[src/rtl/frequency_generator.sv]
// ---------------------------------------------------------------------------
// frequency_generator
//
// Programmable 50%-duty square-wave source. A requested frequency in Hz is
// turned into a half-period (CLK_HZ / (2 * freq) clock cycles) by an on-block
// restoring divider that produces one quotient bit per cycle. The wave is then
// generated by a half-period counter. A frequency change made while the wave
// is running waits for the next toggle to take effect, so no runt pulses occur.
//
// Ports
//   clk          in   1       system clock, rising edge
//   reset        in   1       asynchronous, active-high, clears every register
//   freq_in      in   FREQ_W  requested frequency in Hz, sampled on accepted load
//   load         in   1       apply freq_in; only accepted while ready = 1
//   ready        out  1       1 in IDLE and RUN, 0 while dividing
//   wave_out     out  1       registered square wave
//   active_freq  out  FREQ_W  frequency currently generated (0 = stopped)
//   cycle_done   out  1       one-cycle pulse with each 0->1 edge of wave_out
// ---------------------------------------------------------------------------
module frequency_generator #(
    parameter int unsigned CLK_HZ = 50_000_000,
    parameter int unsigned FREQ_W = 10,
    parameter int unsigned CNT_W  = 26
) (
    input  logic              clk,
    input  logic              reset,
    input  logic [FREQ_W-1:0] freq_in,
    input  logic              load,
    output logic              ready,
    output logic              wave_out,
    output logic [FREQ_W-1:0] active_freq,
    output logic              cycle_done
);

    typedef enum logic [1:0] {
        ST_IDLE,
        ST_DIVIDE,
        ST_RUN
    } state_t;

    localparam int unsigned      BIT_W    = $clog2(CNT_W + 1);
    localparam logic [CNT_W-1:0] HALF_CLK = CNT_W'(CLK_HZ / 2);
    localparam logic [BIT_W-1:0] LAST_BIT = BIT_W'(CNT_W - 1);

    state_t              state_q, state_d;
    logic                wave_q, wave_d;
    logic                cycle_done_q, cycle_done_d;
    logic [FREQ_W-1:0]   active_freq_q, active_freq_d;
    logic [CNT_W-1:0]    counter_q, counter_d;
    logic [CNT_W-1:0]    half_q, half_d;
    logic [CNT_W-1:0]    pending_half_q, pending_half_d;
    logic [FREQ_W-1:0]   pending_active_q, pending_active_d;
    logic                pending_valid_q, pending_valid_d;
    logic [FREQ_W-1:0]   pending_freq_q, pending_freq_d;
    logic                from_run_q, from_run_d;
    logic [CNT_W-1:0]    div_q, div_d;
    logic [FREQ_W-1:0]   rem_q, rem_d;
    logic [CNT_W-2:0]    quo_q, quo_d;
    logic [BIT_W-1:0]    bit_cnt_q, bit_cnt_d;

    logic [FREQ_W:0]     trial;
    logic                fits;
    logic [CNT_W-1:0]    quo_next;
    logic [CNT_W-1:0]    quo_final;
    logic                toggle_now;
    logic                wave_active;
    logic                accept;

    // Next-state logic. The wave keeps running during a divide that was
    // started from RUN, so the wave step is applied first and the load /
    // divide handling below may override it.
    always_comb begin
        state_d          = state_q;
        wave_d           = wave_q;
        cycle_done_d     = 1'b0;
        active_freq_d    = active_freq_q;
        counter_d        = counter_q;
        half_d           = half_q;
        pending_half_d   = pending_half_q;
        pending_active_d = pending_active_q;
        pending_valid_d  = pending_valid_q;
        pending_freq_d   = pending_freq_q;
        from_run_d       = from_run_q;
        div_d            = div_q;
        rem_d            = rem_q;
        quo_d            = quo_q;
        bit_cnt_d        = bit_cnt_q;

        // One restoring-divide step: shift in the next dividend bit and
        // subtract the divisor when it fits. The remainder stays below the
        // divisor, so FREQ_W bits hold it between steps.
        trial     = {rem_q, div_q[CNT_W-1]};
        fits      = (trial >= {1'b0, pending_freq_q});
        quo_next  = {quo_q, fits};
        quo_final = (quo_next == '0) ? CNT_W'(1) : quo_next;

        toggle_now  = (counter_q == half_q - CNT_W'(1));
        wave_active = (state_q == ST_RUN) || ((state_q == ST_DIVIDE) && from_run_q);
        accept      = load && (state_q != ST_DIVIDE);

        if (wave_active) begin
            if (toggle_now) begin
                wave_d       = ~wave_q;
                cycle_done_d = ~wave_q;
                counter_d    = '0;
                // A waiting half-period only takes effect on a toggle.
                if (pending_valid_q) begin
                    half_d          = pending_half_q;
                    active_freq_d   = pending_active_q;
                    pending_valid_d = 1'b0;
                end
            end else begin
                counter_d = counter_q + CNT_W'(1);
            end
        end

        case (state_q)
            ST_IDLE, ST_RUN: begin
                if (accept) begin
                    pending_freq_d = freq_in;
                    if (freq_in == '0) begin
                        // Stop at once, abandoning any phase in progress.
                        state_d         = ST_IDLE;
                        wave_d          = 1'b0;
                        cycle_done_d    = 1'b0;
                        counter_d       = '0;
                        active_freq_d   = '0;
                        pending_valid_d = 1'b0;
                    end else begin
                        state_d    = ST_DIVIDE;
                        from_run_d = (state_q == ST_RUN);
                        div_d      = HALF_CLK;
                        rem_d      = '0;
                        quo_d      = '0;
                        bit_cnt_d  = '0;
                    end
                end
            end

            ST_DIVIDE: begin
                div_d     = {div_q[CNT_W-2:0], 1'b0};
                rem_d     = fits ? FREQ_W'(trial - {1'b0, pending_freq_q})
                                 : trial[FREQ_W-1:0];
                quo_d     = quo_next[CNT_W-2:0];
                bit_cnt_d = bit_cnt_q + BIT_W'(1);
                if (bit_cnt_q == LAST_BIT) begin
                    state_d = ST_RUN;
                    if (from_run_q) begin
                        pending_half_d   = quo_final;
                        pending_active_d = pending_freq_q;
                        pending_valid_d  = 1'b1;
                    end else begin
                        half_d          = quo_final;
                        counter_d       = '0;
                        wave_d          = 1'b1;
                        cycle_done_d    = 1'b1;
                        active_freq_d   = pending_freq_q;
                        pending_valid_d = 1'b0;
                    end
                end
            end

            default: begin
                state_d = ST_IDLE;
            end
        endcase
    end

    // State and output registers.
    always_ff @(posedge clk or posedge reset) begin
        if (reset) begin
            state_q          <= ST_IDLE;
            wave_q           <= 1'b0;
            cycle_done_q     <= 1'b0;
            active_freq_q    <= '0;
            counter_q        <= '0;
            half_q           <= '0;
            pending_half_q   <= '0;
            pending_active_q <= '0;
            pending_valid_q  <= 1'b0;
            pending_freq_q   <= '0;
            from_run_q       <= 1'b0;
            div_q            <= '0;
            rem_q            <= '0;
            quo_q            <= '0;
            bit_cnt_q        <= '0;
        end else begin
            state_q          <= state_d;
            wave_q           <= wave_d;
            cycle_done_q     <= cycle_done_d;
            active_freq_q    <= active_freq_d;
            counter_q        <= counter_d;
            half_q           <= half_d;
            pending_half_q   <= pending_half_d;
            pending_active_q <= pending_active_d;
            pending_valid_q  <= pending_valid_d;
            pending_freq_q   <= pending_freq_d;
            from_run_q       <= from_run_d;
            div_q            <= div_d;
            rem_q            <= rem_d;
            quo_q            <= quo_d;
            bit_cnt_q        <= bit_cnt_d;
        end
    end

    assign ready       = (state_q != ST_DIVIDE);
    assign wave_out    = wave_q;
    assign active_freq = active_freq_q;
    assign cycle_done  = cycle_done_q;

endmodule

[config.mk]
export PLATFORM = sky130hd
export DESIGN_NAME = frequency_generator
export DESIGN_NICKNAME = d
export VERILOG_FILES = /design/src/rtl/frequency_generator.sv
export SDC_FILE = /design/constraint.sdc
export NUM_CORES = 1
export LEC_CHECK = 0
export ABC_AREA = 1
export CAP_MARGIN = 30
export CORE_ASPECT_RATIO = 0.6
export CORE_MARGIN = 3
export CORE_UTILIZATION = 45
export CTS_CLUSTER_SIZE = 25
export DETAILED_ROUTE_END_ITERATION = 12
export PLACE_DENSITY = 0.71
export SLEW_MARGIN = 10
export SYNTH_ARGS = -nofsm -noshare
export SYNTH_HDL_FRONTEND = slang
export SYNTH_SLANG_ARGS = --single-unit
[constraint.sdc]
create_clock -name clk -period 7.15 [get_ports clk]
set_clock_uncertainty 0.05 [all_clocks]
set_input_delay 1.0725 -clock clk [delete_from_list [all_inputs] [get_ports clk]]
set_output_delay 1.0725 -clock clk [all_outputs]
set_load 0.005 [all_outputs]
# Word level (Yosys, flattened, before mapping)
# Cells that the tools add are included.
# totals
reg_bits	180
input_bits	13
out_inout_bits	13
word_cells	103
# classes
n_addsub	4
order_cmp	1
eq_ne	8
mux	60
bitwise_logic	2
reduce_logical	13
# ops
operator	n
2-to-1 mux 26 bit	15
case mux 26 bit (2 select lines)	2
2-to-1 mux 10 bit	10
2-to-1 mux 25 bit	2
case mux 25 bit (2 select lines)	1
case mux 10 bit (2 select lines)	2
adder 26 x 1 -> 26 bit (second input constant)	1
== test 26 bit	1
zero test 26 bit	1
subtractor 26 x 1 -> 26 bit (second input constant)	1
2-to-1 mux 1 bit	19
>= comparator 11 x 10 -> 1 bit	1
zero test 10 bit	1
2-to-1 mux 5 bit	2
case mux 5 bit (2 select lines)	1
subtractor 10 bit	1
AND reduction 3 bit	3
case mux 1 bit (2 select lines)	3
adder 5 x 1 -> 5 bit (second input constant)	1
== test 5 bit (second input constant)	1
2-to-1 mux 2 bit	2
!= test 2 x 1 -> 1 bit (second input constant)	2
!= test 2 bit (second input constant)	2
case mux 2 bit (2 select lines)	1
other kinds (9)	12

# Longest topological paths before layout
# depth
word_depth	7
ltp_mapped	21
depth_no_buf	19

# Worst setup path after synthesis
# No wires, ideal clock.
# synth_path
path_type	input -> register
from	in freq_in[7]
to	reg div_q[11]
setup_ps	121
t_arrival_ps	2414
required_time_ps	6979
slack_ps	4564
path_stages	8
path_buffers	1
cell_sequence	nor4_1 nand4_1 inv_1 nor2_1 nor2_1 clkinv_1 clkbuf_1 o22a_1
# synth_between
elab_chain_len	3
# synth_lines
item	line	rtl
start, declared	27	input logic [FREQ_W-1:0] freq_in,
zero test 10 bit	121	if (freq_in == '0) begin
!= test 2 bit (no line)	-	
AND reduction 3 bit (no line)	-	
end signal, assigned	199	div_q <= div_d;
end, declared	56	logic [CNT_W-1:0] div_q, div_d;
# No other way between the ends.
# A chain may end at the register's enable or synchronous reset.

# Worst setup path after layout
# layout_path
from	reg half_q[0]
to	reg counter_q[4]
# layout_between
elab_chain_len	7
elab_cells_between_ends	9
cone_classes	add/sub (1); eq/ne (1); mux (7)
# layout_lines
item	line	rtl
start, declared	50	logic [CNT_W-1:0] half_q, half_d;
start signal, assigned	193	half_q <= half_d;
subtractor 26 x 1 -> 26 bit *	97	toggle_now = (counter_q == half_q - CNT_W'(1));
== test 26 bit *	97	
2-to-1 mux 26 bit *	102	if (toggle_now) begin
2-to-1 mux 26 bit *	101	if (wave_active) begin
2-to-1 mux 26 bit, on equally long branches	148, 121	
2-to-1 mux 26 bit, on equally long branches	146, 119	
case mux 26 bit (2 select lines) *	117	case (state_q)
named net counter_d[4]	49	logic [CNT_W-1:0] counter_q, counter_d;
end signal, assigned	192	counter_q <= counter_d;
end, declared	49	
# Mark *: on every way through the listed nets, which the timed path passes. The rest lies on a longest branch.

==> impl_metrics.csv <==
group,metric,value,unit
die,die_y,117,µm
sta,hold_ws,0.426,ns
setup_path,r2r_cells,17,
placed_design,dp.cells,1461,
drt,ant_nets,0,
yosys,syn_inst,1203,
drt,routedWlPerCell,15.5,µm
drt,viasPerCell,5.29,
setup_path,cpMostUsedCell,"nand2_1",
clock_tree,clockBufferDepth,2,
setup_path,critPathMaxStageDelay,0.42,ns
sta,fin_ws,3.57,ns
drt,wl,23.1,mm
die,die_x,191,µm
layout,final_cell_mix,"nand2_1 (357), dfrtp_1 (174), inv_1 (155), nor2_1 (99), o21ai_0 (72)",
setup_path,worstSetupPathType,"reg2reg",
yosys,synth_nets,1232,
yosys,synth_area,9270,µm²
setup_path,crit_family,"simple AND/OR/NAND/NOR gates",
yosys,yosys-top-cells-area,"dfrtp_1 (47%), nand2_1 (14%), inv_1 (6.3%)",
sta,tns,0,ns
yosys,synth_edf_count,0,
placed_design,numPortBuffers,25,
clock_tree,root_buffer,"clkbuf_16",
drt,drt_drc_violations_left,0,
worst_hold_path,min_to,"pending_active_q[3]",
setup_path,start_kind,"flop",
placed_design,gp_congestion,0.887,
global_route,gr-max-usage-layer,"met1",
global_route,grt_overflow,0,
setup_path,critPathCaptureType,"flop",
layout,final_common_cell,"nand2_1",
setup_path,worstPathArrival,3.82,ns
drt,drt_iter0_drc,684,
layout,final_cells,1492,
global_route,use_met2,0.288,
yosys,yosys.cell_types.count,37,
placed_design,dp_hpwl,16.1,mm
layout,nNetsFinal,1243,
power,p_int,2.64,mW
sta,period_needed,3.58,ns
drt,via_count,7892,
sta,rsz0062_at_grt,"no",
layout,area_growth,11.4,%
yosys,synth_largest_area_cell,"dfrtp_1",
clock_tree,holdBufCountCts,0,
layout,antenna_cells,0,
global_route,grt_use_met3,0.0637,
die,dieArea,22400,µm²
worst_hold_path,holdPathStages,2,
sta,hold_violations,0,
worst_hold_path,hp-class,"reg2reg",
layout,final_util,0.527,
power,comb_power_share,0.495,
setup_path,worstPathRequired,7.39,ns
sta,worstMarginPinSlew,0.828,ns
layout,n_fill_cell,1841,
yosys,ys.flop_type,"dfrtp_1",
setup_path,cp_cell_sequence,"inv_1 -> ha_1 -> nand2_2 -> nor2_4 -> nand2_1 -> inv_1 -> nand3b_1 -> nand2_1 -> inv_1 -> nor2_1 -> nand2_1 -> nor2_2 -> buf_4 -> and2_1 -> nand2_1 -> nand2_2 -> nor2_1",
yosys,yosysSeqAreaShare,0.470,
clock_tree,cts_buffers,17,
clock_tree,cts-resized-gates,0,
global_route,grt_pass1_wl,38.2,mm
power,clock_power_share,0.198,
die,num_rows,39,
yosys,ys_ff_latch,174,
placed_design,post-place-ws,3.57,ns
setup_path,critical_path_peak_fanout,38,
setup_path,r2r_slack,3.57,ns
setup_path,r2r_start,"half_q[0]",
setup_path,rr_endpoint,"counter_q[4]",
power,power.density,473,nW/µm²
power,ir_drop,0.301,mV
yosys,avgSynthCellArea,7.71,µm²
yosys,synthArstFlopShare,1.00,
sta,relSlewSlack,0.448,
sta,final-setup-viol-count,0,
power,p_switching,2.24,mW
clock_tree,cts.sinks,174,
clock_tree,clk_latency,0.43,ns
power,finalPower,4.89,mW
power,p_seq_frac,0.307,
global_route,grtUsageMet1,0.348,
yosys,ys_warn_count,0,
job,cap_violations,0,
yosys,synth_top_area_share,0.470,
global_route,antenna_found_initial,0,
clock_tree,path_clk_slew,0.07,ns
power,power_switching_share,0.459,
die,io_pins,26,
worst_hold_path,hold_start,"pending_freq_q[3]",
placed_design,place_area,9730,µm²
die,start_util,0.473,
sta,timing.final.crit_share,0.501,
clock_tree,cts_tree,"yes",
die,core-area,19600,µm²
global_route,grt_max_degree,95,
sta,maxClockFrequency,279,MHz
global_route,grt_pass1_vias,7257,
power,power.leakage,5.18,nW
layout,drive_gt1_frac,0.0563,
sta,slew_viol_final,0,
layout,final_cell_area,10300,µm²
outcome,status,"completed",
drt,drt-pass1-iter-count,5,
clock_tree,cts_max_level,4,
clock_tree,post-cts-setup-buffers,0,
global_route,grt_usage,0.217,
setup_path,crit_slowest_cell,"dfrtp_1",
setup_path,cp.buffers_inverters,4,
[how the worst max path moves through the flow]
| stage | start | to | slack [ns] | cells past startpoint |
|---|---|---|---|---|
| 2_1_floorplan | reset | active_freq[0] | 1.31 | 1 |
| 3_3_place_gp | load | quo_q[0] | 3.03 | 10 |
| 3_5_place_dp | freq_in[7] | div_q[11] | 3.57 | 10 |
| 4_1_cts | half_q[0] | counter_q[4] | 3.63 | 17 |
| 5_1_grt | half_q[0] | counter_q[14] | 3.29 | 17 |
| 6_report | half_q[0] | counter_q[4] | 3.57 | 17 |
[power by group through the flow]
stage	sequential (mW)	clock, mW	combinational (mW)
6_report	1.50	0.969	2.42
5_1_grt	1.54	1.03	2.73
4_1_cts	1.49	0.986	2.39
3_5_place_dp	1.51	0	2.36
3_3_place_gp	1.50	0	2.31
2_1_floorplan	1.44	0	1.83
[worst min-delay path: stages, from the launching register on]
cell and delay (ns):
dfrtp_1 0.34, nand2_1 0.05, o21ai_0 0.06
[logic make-up (layout without fill, tap and decap cells)]
logic type | after synthesis | after routing | share of synthesized area
AO/OA/AOI/OAI | 144 | 144 | 0.0865
XOR/XNOR | 41 | 41 | 0.0402
adder cells (fa/ha/maj) | 16 | 16 | 0.0224
buffers and inverters | 208 | 231 | 0.0905
flip-flops | 174 | 174 | 0.470
AND/OR/NAND/NOR | 620 | 620 | 0.291
[cells in the mapped netlist, types with 2 or more instances]
cell type	number
nand4_1	54
o22a_1	7
xnor2_1	14
nand3_1	61
nor2_1	100
inv_2	3
nand2_1	357
xor2_1	26
buf_4	3
a21oi_1	15
inv_1	156
clkinv_1	3
dfrtp_1	174
o21ai_1	11
nand3b_1	8
o211ai_1	2
nor2_4	3
clkbuf_1	30
nor4_1	8
buf_2	8
nand2_2	5
or2_2	2
nor2_2	8
ha_1	15
nor3_1	10
o21ai_0	72
buf_6	5
o22ai_1	34
[layer usage]
metal  part of all wire  vias up
li1                   -     3892
met1               0.52     3731
met2               0.39      255
met3              0.082       14
met4             0.0065        0
met5                  0        -
[layout make-up]
type | count | area (µm²) | share of cell area
Inverter | 162 | 613 | 0.0593
Sequential cell | 174 | 4350 | 0.421
Timing Repair Buffer | 38 | 348 | 0.0337
Multi-Input combinational cell | 821 | 4080 | 0.395
Clock buffer | 19 | 443 | 0.0429
Tap cell | 266 | 333 | 0.0322
Clock inverter | 12 | 159 | 0.0154
[flip-flops by register name (all words and copies together), names as in the netlist]
name	flops
counter_q	26
cycle_done	1
from_run_q	1
state_q	2
div_q	20
pending_freq_q	10
half_q	26
pending_half_q	26
pending_active_q	10
quo_q	25
bit_cnt_q	5
rem_q	10
wave_out	1
pending_valid_q	1
active_freq	10
(Power assumes the default switching activity.)
==> RTL change 1: new RTL, same settings <==
The parameter `FREQ_W` goes from 10 to 14.
--- a/src/rtl/frequency_generator.sv
+++ b/src/rtl/frequency_generator.sv
@@ -19,7 +19,7 @@
 // ---------------------------------------------------------------------------
 module frequency_generator #(
     parameter int unsigned CLK_HZ = 50_000_000,
-    parameter int unsigned FREQ_W = 10,
+    parameter int unsigned FREQ_W = 14,
     parameter int unsigned CNT_W  = 26
 ) (
     input  logic              clk,
Ports: changed (resized active_freq and freq_in); port bits go from 26 to 34. No check against the original RTL was run, so the function may have changed too.
==> RTL change 1 against the unedited design <==
  * Final area up 13%
  * Final cell count up 13%
  * Critical path depth down 12
  * Area after synthesis up 13%
  * Count of clock-buffer cells in the layout down 2
  * Worst setup slack worse by 450 ps
  * Routed wire length up 18%
  * Sequential power up 10%
  * Sequential cell count up 16
  * Via count up 14%
  * Combinational power down 7%
  * Core utilization down 0.78 points
  * Total power up 0.55%
  * Critical path type is now flip-flop to output pin
  * Largest cell class unchanged
  * Highest routed layer unchanged
==> RTL change 1: results (changes against the unedited design) <==
Hold Crit Endpoint=pending_active_q[13]$_DFFE_PP0P_ (was pending_active_q[3]$_DFFE_PP0P_); cell family with the largest share of critical-path delay=buffers and inverters (was simple AND/OR/NAND/NOR gates); most numerous cell types in the synthesized netlist=nand2_1 (343), dfrtp_1 (190), inv_1 (173) (was nand2_1 (357), dfrtp_1 (174), inv_1 (156)); Non-Filler Instances=1682 (was 1492); number of port buffers=33 (was 25); worst min-delay path startpoint=pending_freq_q[13]$_DFFE_PP0P_ (was pending_freq_q[3]$_DFFE_PP0P_); area share of xor/xnor cells in the synthesized design=0.04592 (was 0.04021); result of the run=finished clean (unchanged); top post-synthesis cells by area=dfrtp_1 (45%), nand2_1 (12%), inv_1 (6.2%), o21ai_0 (4.5%), nand3_1 (4.1%) (was dfrtp_1 (47%), nand2_1 (14%), inv_1 (6.3%), nor2_1 (4.0%), o21ai_0 (3.9%)); drt initial violations=1175 (was 684); reg2reg end=half_q[11]$_DFF_PP0_ (was counter_q[4]$_DFF_PP0_); clock latency on the worst-skew pair=460 ps (was 430 ps); proportion of synthesized chip area in sequential cells=0.4544 (was 0.4696); dpl hpwl=19.50 mm (was 16.12 mm); routed via count=8987 (was 7892); longest individual stage delay on the worst path=530 ps (was 420 ps); Leak=5.581 nW (was 5.184 nW); critical path data arrival time=2910 ps (was 3820 ps); final-layout worst hold slack=428.4 ps (was 425.8 ps); fraction of final layout cells sized beyond drive strength 1=0.06405 (was 0.05628); slowest CP cell=clkinv_1 (was dfrtp_1); worst reg2reg setup slack=3340 ps (was 3570 ps); number of placed instances, taps included=1649 (was 1461); Power Density=422.0 nW/um^2 (was 473.1 nW/um^2); largest fanout on the critical path=48 (was 38); worst vdd rail ir drop=0.1990 mV (was 0.3011 mV); post-synthesis instance total=1349 (was 1203); Mapped Nets=1386 (was 1232); power share of the combinational group=0.458 (was 0.495); placement-stage worst setup slack=3418 ps (was 3574 ps); pin count of the biggest net entering global routing=131 (was 95); Wirelength per Cell=16.24 microns (was 15.49 microns); vias in the first global route=8239 (was 7257); GP Congestion=0.9533 (was 0.8866)
==> RTL change 1: cell types whose count changed after synthesis, moves of 13 or more <==
cell | before | now
dfrtp_1 | 174 | 190
o21ai_0 | 72 | 94
xor2_1 | 26 | 39
nand2_1 | 357 | 343
inv_1 | 156 | 173
nand3_1 | 61 | 85
a21oi_1 | 15 | 32
==> RTL change 1: final cells by class <==
| class | instances | area, sq um | share of cell area |
|---|---|---|---|
| inverters | 183 | 694.4 | 0.05964 |
| clock inverters | 15 | 191.4 | 0.01644 |
| flip-flops and latches | 190 | 4755 | 0.4083 |
| clock buffers | 17 | 425.4 | 0.03654 |
| repair buffers | 44 | 440.4 | 0.03782 |
| multi-input cells | 925 | 4752 | 0.4081 |
| well taps | 308 | 385.4 | 0.03310 |
==> RTL change 1: layer usage <==
metal,vias up,track usage,wire (microns)
li1,4409,-,-
met1,4205,0.3639,14080
met2,342,0.2918,10380
met3,31,0.06216,2534
met4,0,0.05447,317
met5,-,0,0
==> RTL change 2: new RTL, same settings <==
Without the edit above. Take the reset off `pending_half_q`, `pending_active_q` and `pending_freq_q` and load them in a clocked block of their own.
--- a/src/rtl/frequency_generator.sv
+++ b/src/rtl/frequency_generator.sv
@@ -175,10 +175,7 @@
             active_freq_q    <= '0;
             counter_q        <= '0;
             half_q           <= '0;
-            pending_half_q   <= '0;
-            pending_active_q <= '0;
             pending_valid_q  <= 1'b0;
-            pending_freq_q   <= '0;
             from_run_q       <= 1'b0;
             div_q            <= '0;
             rem_q            <= '0;
@@ -191,10 +188,7 @@
             active_freq_q    <= active_freq_d;
             counter_q        <= counter_d;
             half_q           <= half_d;
-            pending_half_q   <= pending_half_d;
-            pending_active_q <= pending_active_d;
             pending_valid_q  <= pending_valid_d;
-            pending_freq_q   <= pending_freq_d;
             from_run_q       <= from_run_d;
             div_q            <= div_d;
             rem_q            <= rem_d;
@@ -203,6 +197,12 @@
         end
     end
 
+    always_ff @(posedge clk) begin
+        pending_half_q   <= pending_half_d;
+        pending_active_q <= pending_active_d;
+        pending_freq_q   <= pending_freq_d;
+    end
+
     assign ready       = (state_q != ST_DIVIDE);
     assign wave_out    = wave_q;
     assign active_freq = active_freq_q;
Check against the original RTL: no difference found for any inputs over 10 cycles, from zero or initial values and one cycle with reset high; that may be too few to reach the edited logic, so the function may still have changed.
==> RTL change 2 against the unedited design <==
  * Area after synthesis grew 0.66%
  * Worst setup slack worse by 200 ps
  * Routed wire length is 2.1% lower
  * Synthesized cell count shrank 5.8%
  * Largest power group unchanged
  * Final area up 0.65%
  * Via count down 5.1%
  * Sequential cell count stayed put
  * Total power decreased by 16%
==> RTL change 2: results (changes against the unedited design) <==
result of the run=finished clean (unchanged); routed length on met3=2.016 mm (was 1.890 mm); placement-stage worst setup slack=3034 ps (was 3574 ps); drt initial violations=732 (was 684); number of placed instances, taps included=1376 (was 1461); longest individual stage delay on the worst path=750 ps (was 420 ps); count of flip-flops with a built-in enable after synthesis=46 (was 0); fill cell total of the finished layout=1903 (was 1841); Mean Syn Cell Area=8.238 sq um (was 7.708 sq um); pin count of the biggest net entering global routing=76 (was 95); global routing met1 resource utilization=0.3414 (was 0.3478); GP Congestion=0.9558 (was 0.8866); clk tree area frac=0.06100 (was 0.05825); area share of buffers outside the clock network=0.03513 (was 0.03367); proportion of synthesized chip area in sequential cells=0.4912 (was 0.4696); core utilization of the finished layout=0.5156 (was 0.5267); number of multi-input combinational cells in the layout=738 (was 821); net count of the finished layout=1153 (was 1243); worst vdd rail ir drop=0.2006 mV (was 0.3011 mV); routed length on met2=8.806 mm (was 9.002 mm); fraction of final layout cells sized beyond drive strength 1=0.06332 (was 0.05628); routed via count divided by cell count=5.311 (was 5.290); number of distinct library cells after synthesis=44 (was 37); share of the final layout cell area in multi-input gates=0.3729 (was 0.3951); global routing usage on met2=0.2660 (was 0.2877); met3 global-route usage=0.05387 (was 0.06369); Non-Filler Instances=1410 (was 1492)
[RTL change 2: cell count changes after synthesis, moves of 4 or more]
cell	delta
nand3_1	+10
xor2_1	+16
a21oi_1	+7
nand2_1	-89
dfrtp_1	-46
nor2_1	+7
clkbuf_1	+15
o21ai_0	-45
edfxtp_1	+46
o21ai_1	-4
[RTL change 2: worst paths after layout]
kind | slack [ps] | from | to
max reg2reg | 3370 | half_q[0]$_DFF_PP0_ | half_q[24]$_DFF_PP0_
min in group asynchronous | 1070 | reset | active_freq[6]$_DFF_PP0_
min | 400 | pending_freq_q[4]$_DFFE_PP_ | pending_active_q[4]$_DFFE_PP_
max in group asynchronous | 4880 | reset | state_q[1]$_DFFE_PP0P_
max | 3370 | half_q[0]$_DFF_PP0_ | half_q[24]$_DFF_PP0_
min reg2reg | 400 | pending_freq_q[4]$_DFFE_PP_ | pending_active_q[4]$_DFFE_PP_
